$ cat src/rtl/icache.sv
// Direct-mapped read-only instruction cache between fetch and main memory.
// Hits are served combinationally; a miss refills the whole line one word per beat.
module icache #(
    parameter int LINE_WORDS = 4,
    parameter int NUM_LINES  = 16
) (
    input  logic        clk_i,
    input  logic        rst_i,
    input  logic [31:0] pc_i,
    output logic [31:0] instr_o,
    output logic        hit_o,
    output logic        mem_req_o,
    output logic [31:0] mem_addr_o,
    input  logic [31:0] mem_rdata_i,
    input  logic        mem_ready_i
);

    localparam int OB = $clog2(LINE_WORDS);
    localparam int IB = $clog2(NUM_LINES);
    localparam int TB = 32 - OB - IB - 2;
    localparam logic [OB-1:0] LAST = OB'(LINE_WORDS - 1);

    typedef enum logic {
        IDLE,
        FILL
    } state_t;

    state_t               state;
    logic [OB-1:0]        beat_cnt;
    logic [TB-1:0]        miss_tag;
    logic [IB-1:0]        miss_idx;
    logic [NUM_LINES-1:0] valid;

    logic [TB-1:0] tag_arr  [NUM_LINES];
    logic [31:0]   data_arr [NUM_LINES][LINE_WORDS];

    logic [OB-1:0] pc_off;
    logic [IB-1:0] pc_idx;
    logic [TB-1:0] pc_tag;
    logic          beat_ok;
    logic          last_beat;
    logic          unused_pc;

    assign pc_off    = pc_i[OB+1:2];
    assign pc_idx    = pc_i[OB+IB+1:OB+2];
    assign pc_tag    = pc_i[31:OB+IB+2];
    assign unused_pc = ^pc_i[1:0];

    assign beat_ok   = (state == FILL) && mem_ready_i;
    assign last_beat = beat_ok && (beat_cnt == LAST);

    // Lookup is suppressed during a refill so fetch stays stalled.
    assign hit_o   = (state == IDLE) && valid[pc_idx] && (tag_arr[pc_idx] == pc_tag);
    assign instr_o = hit_o ? data_arr[pc_idx][pc_off] : 32'h0;

    assign mem_req_o  = (state == FILL);
    assign mem_addr_o = mem_req_o ? {miss_tag, miss_idx, beat_cnt, 2'b00} : 32'h0;

    always_ff @(posedge clk_i or posedge rst_i) begin
        if (rst_i) begin
            state    <= IDLE;
            beat_cnt <= '0;
            miss_tag <= '0;
            miss_idx <= '0;
            valid    <= '0;
        end else begin
            unique case (state)
                IDLE: begin
                    if (!hit_o) begin
                        miss_tag       <= pc_tag;
                        miss_idx       <= pc_idx;
                        beat_cnt       <= '0;
                        valid[pc_idx]  <= 1'b0;
                        state          <= FILL;
                    end
                end
                FILL: begin
                    if (beat_ok) begin
                        beat_cnt <= beat_cnt + 1'b1;
                    end
                    if (last_beat) begin
                        valid[miss_idx] <= 1'b1;
                        state           <= IDLE;
                    end
                end
                default: state <= IDLE;
            endcase
        end
    end

    // Tag and data storage carry no reset; the valid bits guard them.
    always_ff @(posedge clk_i) begin
        if (beat_ok) begin
            data_arr[miss_idx][beat_cnt] <= mem_rdata_i;
        end
        if (last_beat) begin
            tag_arr[miss_idx] <= miss_tag;
        end
    end

endmodule

$ cat config.mk
export PLATFORM = sky130hd
export DESIGN_NAME = icache
export DESIGN_NICKNAME = d
export VERILOG_FILES = /design/src/rtl/icache.sv
export SDC_FILE = /design/constraint.sdc
export NUM_CORES = 2
export LEC_CHECK = 0
export BUFFER_PORTS_ARGS = -buffer_cell sky130_fd_sc_hd__clkbuf_2
export CORE_MARGIN = 5
export CORE_UTILIZATION = 35
export CTS_CLUSTER_DIAMETER = 150
export DETAILED_ROUTE_END_ITERATION = 12
export PLACE_DENSITY_LB_ADDON = 0.2
export RECOVER_POWER = 25
export SLEW_MARGIN = 20
export SYNTH_ARGS = -nofsm -noshare
export SYNTH_HDL_FRONTEND = slang
export SYNTH_SLANG_ARGS = --single-unit
$ cat constraint.sdc
create_clock -name clk_i -period 4.4 [get_ports clk_i]
set_input_delay 0.44 -clock clk_i [delete_from_list [all_inputs] [get_ports clk_i]]
set_output_delay 0.44 -clock clk_i [all_outputs]
set_load 0.02 [all_outputs]
==> metrics.yaml <==
sta:
  final.setup_skew_ns: 0.0829
  tightest_slew_ns: 3.02
  min_period_ns: 4.36
  fmax_ghz: 0.229
  slew_viol_final: 1536
  finalCritPeriodShare_pct: 99.2
  hold_viol_final: 0
  holdWs_ns: 0.224
  grt_setup_unrepaired: "true"
  finalSetupViolations: 0
  slew_headroom_pct: -102
placed_design:
  place_hpwl_um: 154000
  place_area_um2: 104000
  port_buffers: 128
  gp_congestion: 0.793
  dp.cells: 7814
grt:
  antenna_found_initial: 15
  grt_pass1_vias: 47162
  track_usage_pct: 18.9
  grt_max_degree: 69
  grt_pass1_wl_um: 381000
  gr-total-overflow: 0
clocking:
  clk_pin_slew_ns: 0.06
  cts_made_buffers: 288
  numClockSinks: 2479
  cts_root_buffer: "clkbuf_16"
  cts_tree: "built"
  cts_buffer_depth: 4
  htree_levels: 5
  clk_latency_ns: 0.95
detailed_routing:
  drt_iter0_drc: 4484
  ant_nets: 0
  route.detailed.drc: 0
  post_drt_wl_per_cell_um: 32.7
  viasPerCell: 5.49
  routed_wirelength_um: 273000
  drt_first_pass_iters: 5
  route.vias.total: 45779
floorplanning:
  die_w_um: 533
  start_util_pct: 35.1
  die_area_um2: 285000
  ioPinCount: 133
  std_cell_rows: 192
  core-area_um2: 273000
  die_h_um: 533
finish:
  final_common_cell: "edfxtp_1"
  finish.utilization_pct: 41.4
  fin_nets: 4616
  final_cells: 8346
  drive_above_1_share_pct: 34.8
  stdcell_area_um2: 113000
  area_delta_synth_final_pct: 17.9
  fillers: 23670
  layout_common_cells: "2432 x edfxtp_1, 734 x mux4_2, 294 x clkbuf_16, 210 x buf_4"
hold_path:
  holdCritPathClass: "in -> reg"
setup_path:
  worstPathRequired_ns: 3.96
  worstPathArrival_ns: 3.92
  start_kind: "flip-flop"
  worst_setup_path_end_kind: "output pin"
  path_class: "reg -> out"
  path_max_fanout: 6
logic_synthesis:
  ys_ff_latch: 2479
  synth_area_per_cell_um2: 23.8
  ys_warn_count: 0
  synth_sequential_area_ratio_pct: 77.4
  synth_cell_types: 68
  synth_edf_count: 2432
  synth-async-reset-ratio_pct: 1.90
  synth_ff_type: "edfxtp_1"
  synthCells: 4021
  syn_area_um2: 95900
power:
  netSwitchingFraction_pct: 23.5
  leakagePower_nw: 35.6
  pwr-share-seq_pct: 50.9
  p_int_w: 0.0425
  ir_worst_vdd_v: 0.000353
  p_per_area_nw_per_um2: 492
  p_sw_w: 0.0131
  clkPwrFrac_pct: 40.3
  comb_power_share_pct: 8.8
job:
  drv_cap: 24
status:
  violations: "capacitance limit, slew limit"
  status: "complete, but fails checks"
[layer usage]
layer  global-route usage [%]  part of all wire, %  vias to the layer above  wire length, um
met5                        0                    0                        -                0
met4                     4.74                  2.3                        0             6320
met3                     2.83                  5.7                      370            15400
met2                     30.5                   48                     1523           132000
met1                     27.2                   44                    25533           119000
li1                         -                    -                    18353                -
[synth_stat cells, types with 18 or more instances]
cell type / n / area share, %
edfxtp_1: 2432 / 76
nor2b_1: 46 / 0.30
buf_1: 35 / 0.14
buf_2: 36 / 0.19
nor2_1: 107 / 0.42
mux2_4: 20 / 0.31
nand3_1: 22 / 0.11
and2_1: 34 / 0.22
mux2i_1: 97 / 1.0
mux2_2: 20 / 0.23
nand2_1: 35 / 0.14
dfrtp_1: 47 / 1.2
mux4_2: 734 / 17
a22oi_1: 18 / 0.14
clkbuf_1: 119 / 0.47
[metrics by stage]
stage,total power (W),setup WS [ns],setup TNS [ns]
floorplan,0.0310,0.314,0
global placement,0.0337,-0.0615,-0.425
detailed placement,0.0338,-0.0677,-0.428
CTS,0.0562,0.00547,0
global route,0.0576,-0.139,-1.74
finish,0.0556,0.0372,0
[area by class of cell]
class	instances	area, um2	area share (%)
Tap cell	3589	4490	3.97
Timing Repair Buffer	450	4240	3.75
Inverter	15	56.3	0.0498
Clock buffer	372	7720	6.83
Antenna cell	13	32.5	0.0288
Sequential cell	2479	74200	65.7
Multi-Input combinational cell	1311	21300	18.8
Clock inverter	117	1010	0.896
[timing repair]
action                                 4_1_cts  5_1_grt
hold buffers                                26        0
setup endpoints to repair                   33       31
endpoints found under the hold margin       73        0
setup buffers                                1        2
cloned                                       0        1
pin swaps                                    1        0
gates resized for setup                     12       89
[state kept, by name, summed over array words and instances (netlist names)]
signal     cells
tag_arr      384
miss_tag      24
beat_cnt       2
miss_idx       4
mem_req_o      1
valid         16
data_arr    2048
[path summary, 6_finish.rpt]
kind	from	endpoint	slack, ns	cells after the start
setup / recovery	tag_arr[6][13]$_DFFE_PP_	instr_o[19]	0.04	11
hold / removal	pc_i[5]	valid[12]$_DFFE_PP0P_	0.22	4
setup reg to reg	tag_arr[6][13]$_DFFE_PP_	miss_tag[6]$_DFFE_PP0P_	1.27	10
hold reg to reg	valid[8]$_DFFE_PP0P_	valid[8]$_DFFE_PP0P_	0.53	2
max in group asynchronous	rst_i	mem_req_o$_DFF_PP0_	3.59	4
min in group asynchronous	rst_i	miss_tag[20]$_DFFE_PP0P_	0.24	4
[power groups by stage]
| stage | Combinational, W | Clock, W | Sequential (W) |
|---|---|---|---|
| floorplan | 0.00260 | 0 | 0.0284 |
| global placement | 0.00496 | 0 | 0.0287 |
| detailed placement | 0.00498 | 0 | 0.0288 |
| CTS | 0.00502 | 0.0229 | 0.0283 |
| global route | 0.00519 | 0.0239 | 0.0284 |
| finish | 0.00492 | 0.0224 | 0.0283 |
[critical path, cell delays in order (launching register included)]
cell and delay [ns]:
edfxtp_1 0.39, mux4_2 0.48, nor2b_4 0.14, or4_4 0.48, a221oi_2 0.25, a31o_1 0.21
and4_4 0.27, nand3_4 0.14, buf_12 0.20, clkbuf_16 0.17, nor2b_2 0.12, buf_4 0.15
[cells by family after synthesis]
| family | count (synthesis) | synth area share (%) |
|---|---|---|
| simple gates | 285 | 1.48 |
| compound gates | 130 | 0.969 |
| xor+xnor | 19 | 0.174 |
| fa+ha+maj | 4 | 0.0522 |
| flops | 2479 | 77.4 |
| other cells | 1 | 0.00391 |
| mux | 871 | 18.8 |
| buf+inv | 232 | 1.14 |
(Power assumes the default switching activity.)
